File: src/rtl/mio_responder.sv
// Memory/IO request responder: routes CPU word accesses to block RAM or the peripheral bus.
// Optional peripheral ack timeout is enabled with `define MIO_TIMEOUT_EN.
module mio_responder #(
    parameter int unsigned RAM_LAT = 2,
    parameter int unsigned RAM_AW  = 12,
    parameter logic [31:0] IO_BASE = 32'hE000_0000,
    parameter int unsigned TIMEOUT = 64
) (
    input  logic              clk,
    input  logic              reset,
    input  logic              CPU_MIO,
    input  logic              MemRead,
    input  logic              MemWrite,
    input  logic [31:0]       addr,
    input  logic [31:0]       Data_out,
    output logic [31:0]       Data_in,
    output logic              MIO_ready,
    output logic              bus_err,
    output logic [RAM_AW-1:0] ram_addr,
    output logic              ram_we,
    output logic [31:0]       ram_din,
    input  logic [31:0]       ram_dout,
    output logic [27:0]       io_addr,
    output logic              io_rd,
    output logic              io_wr,
    output logic [31:0]       io_wdata,
    input  logic [31:0]       io_rdata,
    input  logic              io_ack
);

    localparam int unsigned LatW = 4;

    typedef enum logic [1:0] {StIdle, StRamWait, StIoWait, StResp} state_e;

    state_e            state_q, state_d;
    logic [LatW-1:0]   lat_q;
    logic              ram_rd_q;
    logic              err_q;
    logic [31:0]       data_q;
    logic [RAM_AW-1:0] ram_addr_q;
    logic              ram_we_q;
    logic [31:0]       ram_din_q;
    logic [27:0]       io_addr_q;
    logic              io_rd_q, io_wr_q;
    logic [31:0]       io_wdata_q;

    logic req_bad, req_io, req_ram;
    logic timeout_hit;
    logic unused_bits;

    assign unused_bits = ^{addr[1:0], 1'(TIMEOUT & 1)};

    always_comb begin
        req_bad = (MemRead == MemWrite);
        req_io  = (addr[31:28] == IO_BASE[31:28]);
        req_ram = ((addr >> (RAM_AW + 2)) == 32'd0);
    end

`ifdef MIO_TIMEOUT_EN
    localparam int unsigned ToW = (TIMEOUT > 1) ? $clog2(TIMEOUT) : 1;

    logic [ToW-1:0] to_cnt_q;

    // Counts IO_WAIT cycles; an io_ack on the expiry cycle still wins.
    assign timeout_hit = (state_q == StIoWait) && !io_ack &&
                         (to_cnt_q == ToW'(TIMEOUT - 1));

    always_ff @(posedge clk or negedge reset) begin
        if (!reset) begin
            to_cnt_q <= '0;
        end else if (state_q != StIoWait) begin
            to_cnt_q <= '0;
        end else begin
            to_cnt_q <= to_cnt_q + ToW'(1);
        end
    end
`else
    assign timeout_hit = 1'b0;
`endif

    // State register
    always_ff @(posedge clk or negedge reset) begin
        if (!reset) begin
            state_q <= StIdle;
        end else begin
            state_q <= state_d;
        end
    end

    // Next-state logic
    always_comb begin
        state_d = state_q;
        unique case (state_q)
            StIdle: begin
                if (CPU_MIO) begin
                    if (req_bad)      state_d = StResp;
                    else if (req_io)  state_d = StIoWait;
                    else if (req_ram) state_d = StRamWait;
                    else              state_d = StResp;
                end
            end
            StRamWait: begin
                if (lat_q == '0) state_d = StResp;
            end
            StIoWait: begin
                if (io_ack || timeout_hit) state_d = StResp;
            end
            StResp:  state_d = StIdle;
            default: state_d = StIdle;
        endcase
    end

    // Datapath registers
    always_ff @(posedge clk or negedge reset) begin
        if (!reset) begin
            lat_q      <= '0;
            ram_rd_q   <= 1'b0;
            err_q      <= 1'b0;
            data_q     <= '0;
            ram_addr_q <= '0;
            ram_we_q   <= 1'b0;
            ram_din_q  <= '0;
            io_addr_q  <= '0;
            io_rd_q    <= 1'b0;
            io_wr_q    <= 1'b0;
            io_wdata_q <= '0;
        end else begin
            ram_we_q <= 1'b0;
            unique case (state_q)
                StIdle: begin
                    if (CPU_MIO) begin
                        err_q <= 1'b0;
                        if (req_bad || (!req_io && !req_ram)) begin
                            err_q  <= 1'b1;
                            data_q <= '0;
                        end else if (req_io) begin
                            io_addr_q  <= addr[27:0];
                            io_wdata_q <= Data_out;
                            io_rd_q    <= MemRead;
                            io_wr_q    <= MemWrite;
                        end else begin
                            ram_addr_q <= addr[RAM_AW+1:2];
                            ram_din_q  <= Data_out;
                            ram_we_q   <= MemWrite;
                            ram_rd_q   <= MemRead;
                            lat_q      <= LatW'(RAM_LAT - 1);
                        end
                    end
                end
                StRamWait: begin
                    if (lat_q == '0) begin
                        if (ram_rd_q) data_q <= ram_dout;
                    end else begin
                        lat_q <= lat_q - LatW'(1);
                    end
                end
                StIoWait: begin
                    if (io_ack) begin
                        io_rd_q <= 1'b0;
                        io_wr_q <= 1'b0;
                        if (io_rd_q) data_q <= io_rdata;
                    end else if (timeout_hit) begin
                        io_rd_q <= 1'b0;
                        io_wr_q <= 1'b0;
                        data_q  <= 32'hDEAD_BEEF;
                        err_q   <= 1'b1;
                    end
                end
                default: ;
            endcase
        end
    end

    // Outputs
    always_comb begin
        MIO_ready = (state_q == StResp);
        bus_err   = (state_q == StResp) && err_q;
        Data_in   = data_q;
        ram_addr  = ram_addr_q;
        ram_we    = ram_we_q;
        ram_din   = ram_din_q;
        io_addr   = io_addr_q;
        io_rd     = io_rd_q;
        io_wr     = io_wr_q;
        io_wdata  = io_wdata_q;
    end

endmodule
File: config.mk
export PLATFORM = sky130hd
export DESIGN_NAME = mio_responder
export DESIGN_NICKNAME = d
export VERILOG_FILES = /design/src/rtl/mio_responder.sv
export SDC_FILE = /design/constraint.sdc
export NUM_CORES = 1
export LEC_CHECK = 0
export ABC_AREA = 0
export CAP_MARGIN = 0
export CORE_MARGIN = 2
export CORE_UTILIZATION = 38
export DETAILED_ROUTE_END_ITERATION = 6
export PLACE_DENSITY_LB_ADDON = 0.08
export REMOVE_ABC_BUFFERS = 1
export SKIP_CTS_REPAIR_TIMING = 1
export SLEW_MARGIN = 10
export SYNTH_ARGS = -nofsm -noshare
export SYNTH_HDL_FRONTEND = slang
export SYNTH_SLANG_ARGS = --single-unit
File: constraint.sdc
create_clock -name clk -period 2.1 [get_ports clk]
set_clock_uncertainty 0.1 [all_clocks]
set_input_delay 0.525 -clock clk [delete_from_list [all_inputs] [get_ports clk]]
set_output_delay 0.525 -clock clk [all_outputs]
set_load 0.01 [all_outputs]
After elaboration in Yosys (flattened, before gate mapping). Cells that the tools add are included. W data, S select, Z words.

Bits of input ports: 134. Output and inout bits: 141. Flip-flop bits (word level): 147. Logic and storage cells: 81.

Equal/unequal tests: 15. Bitwise gates (word level): 2. Muxes and demuxes: 33. Add/subtract/negate cells: 1. Reductions and logical operators: 18.

Operators by type and width (number): $mux W32 (6); $pmux W32 S3 (1); $logic_not A32 Y1 (1); $ne A2 B2 Y1 const B (10); $mux W4 (4); $mux W1 (12); $mux W2 (6); $reduce_and A5 Y1 (2); $pmux W2 S4 (1); $pmux W4 S2 (1); $reduce_and A4 Y1 (2); $reduce_and A7 Y1 (1); $eq A2 B2 Y1 const B (2); $eq A4 B4 Y1 const B (1); $logic_not A4 Y1 (1); $pmux W1 S2 (2); $reduce_bool A2 Y1 (2); $sub A4 B1 Y4 const B (1); $reduce_and A3 Y1 (1); $reduce_bool A3 Y1 (1); $eq A2 B1 Y1 const B (1); $logic_and A1 B1 Y1 (2); $logic_not A1 Y1 (2); $logic_not A2 Y1 (1); other kinds (4) (5).

Longest topological paths before layout.
Depth in word-level cells: 7. Gate-level depth with buffers: 9. Gate-level depth less buffers: 7.

Least setup slack after synthesis. No wires, ideal clock.

Kind: input -> register. From: input addr[29]. To: register ram_addr_q[0], in the netlist ram_addr[0]. Required time: 1875 ps. Setup time: 125 ps. Path buffers: 1. Stages: 5. Setup slack: -91 ps. Arrival time: 1966 ps. Cell sequence: nor4_1 nand2_1 nor3_2 buf_4 mux2_2.

Word-level cells in the longest chain between the ends: 6. Elaborated cells on any way between the ends: 9. Classes of those cells: eq/ne: 1; bitwise: 2; reduce/logical: 6.

Ends and longest elaborated chain: start, declared (line 14) `input logic [31:0] addr,`; $logic_not A32 Y1 / $eq A4 B4 Y1 (equally long branches) (line 56, 55); $logic_not A1 Y1 (line 133) `if (req_bad || (!req_io && !req_ram)) begin`; $logic_and A1 B1 Y1 (line 133); $logic_or A1 B1 Y1 (line 133); $not A1 Y1 (no line); $reduce_and A4 Y1 (no line) (*); end signal, assigned (line 142) `ram_addr_q <= addr[RAM_AW+1:2];`; end, declared (line 40) `logic [RAM_AW-1:0] ram_addr_q;`.

Mark *: on every way between the ends. The rest lies on a longest branch, timed or not. A chain may end at the register's enable or synchronous reset.

Final worst setup path.
From: input addr[17]. To: register ram_rd_q.

Word-level cells in the longest chain between the ends: 6.

Ends and longest elaborated chain: $logic_not A32 Y1 (line 56) `req_ram = ((addr >> (RAM_AW + 2)) == 32'd0);`; $logic_not A1 Y1 (line 133); $logic_and A1 B1 Y1 (line 133); $logic_or A1 B1 Y1 (line 133); $not A1 Y1 (no line); $reduce_and A4 Y1 (no line); end signal, assigned (line 145) `ram_rd_q <= MemRead;`; end, declared (line 37) `logic ram_rd_q;`.

Every way passes these cells.

==> metrics.yaml <==
floorplanning:
  io_pins: 275
  row_count: 46
  die_width_um: 130
  start_util_pct: 38.4
  die_area_um2: 16900
  die_h_um: 130
  core_um2: 15700
setup_path:
  critPathTopFamily: "buffers and inverters"
  cp.required_ns: 2.30
  cp_slowest_stage_delay_ns: 0.33
  start_kind: "primary input"
  critPathCaptureType: "flip-flop"
  path_buf_inv: 4
  crit_arrival_ns: 2.28
  critical_path_class: "in -> reg"
  cp_cell_sequence: "dlymetal6s2s_1 > nor4_2 > nand4_1 > buf_4 > nor3_4 > buf_6 > clkbuf_16 > mux2_2"
  worstPathMaxFanout: 6
  critPathSlowestCell: "mux2_2"
final_layout:
  final_common_cell: "clkdlybuf4s50_1"
  layout-drive-gt1-share_pct: 28.1
  fin_cells: 970
  syn_to_final_growth_pct: 70.2
  fin_util_pct: 65.3
  mostFrequentLayoutCells: "clkdlybuf4s50_1 (251), dfrtp_1 (147), mux2_2 (106)"
  diodes: 0
  final_nets: 881
detailed_routing:
  avgViaCountPerCell: 4.95
  wl_mm: 17.9
  vias: 4804
  ant_nets: 0
  drtIter0Drc: 164
  drc_errors: 0
  first_pass_iters: 5
  wl_per_cell_um: 18.5
hold_path:
  hold_path.class: "in -> reg"
clock_network:
  cts_buffer_depth: 2
  clk_latency_ns: 0.41
  clk_pin_slew_ns: 0.06
  clock_sinks: 147
  cts_inserted_buffers: 17
  cts-root-buf: "clkbuf_16"
  cts_max_level: 4
  cts_tree: "yes"
sta:
  tightest_slew_ns: 0.491
  fin_crit_ns: 2.08
  hold_viol_final: 0
  finalCritPeriodShare_pct: 99.2
  fmax_mhz: 480
  slew_viol_final: 0
  relSlewSlack_pct: 67.1
  setup_viol: 0
global_routing:
  grt_max_degree: 45
  track_usage_pct: 19.7
  grt_pass1_wl_mm: 25.3
  grt_pass1_vias: 4843
  gr-total-overflow: 0
  antenna_found_initial: 0
status:
  outcome: "finished clean"
synth:
  synth_area_per_cell_um2: 14.5
  synth_top_area_share_pct: 61.0
  netlist_area_um2: 6030
  ys_ff_latch: 147
  synth_cell_types: 39
  async_reset_ff_share_pct: 100
  yosys.area.top_type: "dfrtp_1"
  synth_edf_count: 0
  synthTopCellsByArea: "dfrtp_1 (61%), mux2_2 (20%), o2bb2ai_1 (4.6%)"
  synth_flop_cell: "dfrtp_1"
  yosys_warnings: 0
  yosysSeqAreaShare_pct: 61.0
  synth_cells: 416
power:
  finalPower_w: 0.0112
  ir_drop_uv: 655
  p_per_area_nw_per_um2: 1090
  leakagePower_nw: 4.68
job:
  drv_cap: 0
placed_design:
  hpwl_mm: 12.3
  dpl.cell_count: 922
  globalplace.congestion: 0.798
  port_buffers: 274
## registers in the layout, summed over array words and instances, names as in the netlist, 2 cells and up
name      count
io_wdata     32
Data_in      32
ram_addr     12
lat_q         4
io_addr      28
ram_din      32
state_q       2
## synth_stat cells, types with 2 or more instances
library cell	number
a21oi_1	2
a22oi_1	32
buf_2	12
buf_4	4
clkbuf_1	8
dfrtp_1	147
ha_1	6
inv_1	9
mux2_2	106
nand2_1	7
nand3b_1	4
nand4_1	3
nor2_1	6
nor3_1	3
nor4_1	5
o211ai_1	2
o21ai_0	5
o2bb2ai_1	32
o31ai_1	2
or3_1	2
## final cells by class
cell class	count	area [um^2]
Fill cell	1174	5450
Multi-Input combinational cell	236	2280
Tap cell	216	270
Clock inverter	8	126
Sequential cell	147	3680
Timing Repair Buffer	330	3400
Inverter	9	33.8
Clock buffer	24	472
## path summary, 6_finish.rpt
| check | start | slack (ns) | cells after the start | endpoint |
|---|---|---|---|---|
| max | addr[17] | 0.02 | 8 | ram_rd_q |
| min | addr[27] | 0.30 | 2 | io_addr[27] |
| max reg2reg | state_q[0] | 0.05 | 9 | Data_in[26] |
| min reg2reg | Data_in[1] | 0.38 | 1 | Data_in[1] |
| max in group asynchronous | reset | 0.79 | 3 | ram_din[23] |
| min in group asynchronous | reset | 0.51 | 2 | ram_we |
## routing by layer
metal  GRT usage [%]  part of all wire (%)  up-vias
li1                -                     -     2214
met1            22.7                    40     2348
met2            32.3                    48      211
met3            8.24                   9.5       31
met4            8.41                   2.6        0
met5               0                     0        -
## cell families after synthesis
logic type,count (synthesis),synth area share [%]
buffers and inverters,33,2.55
AND/OR/NAND/NOR,38,3.88
AO/OA/AOI/OAI,82,10.8
flip-flops,147,61.0
adder cells (fa/ha/maj),6,1.25
XOR/XNOR,2,0.291
multiplexers,108,20.2
## metrics by stage
| step | worst slack (ns) | hold slack [ns] | instance area, um^2 | TNS, ns |
|---|---|---|---|---|
| finish | 0.0163 | 0.301 | 10300 | 0 |
| global route | -0.0754 | 0.294 | 10300 | -3.31 |
| CTS | -0.303 | -0.0929 | 9940 | -30.08 |
| detailed placement | -0.739 | 0.360 | 9340 | -92.78 |
| global placement | -0.782 | 0.352 | 9340 | -94.49 |
| floorplan | -3.70 | 0.129 | 5910 | -306.22 |
## power breakdown
part / leakage (nW) / total (W) / switching (W) / internal, W
logic: 2.41 / 0.00439 / 0.00201 / 0.00238
registers: 1.99 / 0.00374 / 0.000320 / 0.00342
clock network: 0.281 / 0.00304 / 0.00111 / 0.00193
total: 4.68 / 0.0112 / 0.00343 / 0.00773
(Power assumes the default switching activity.)
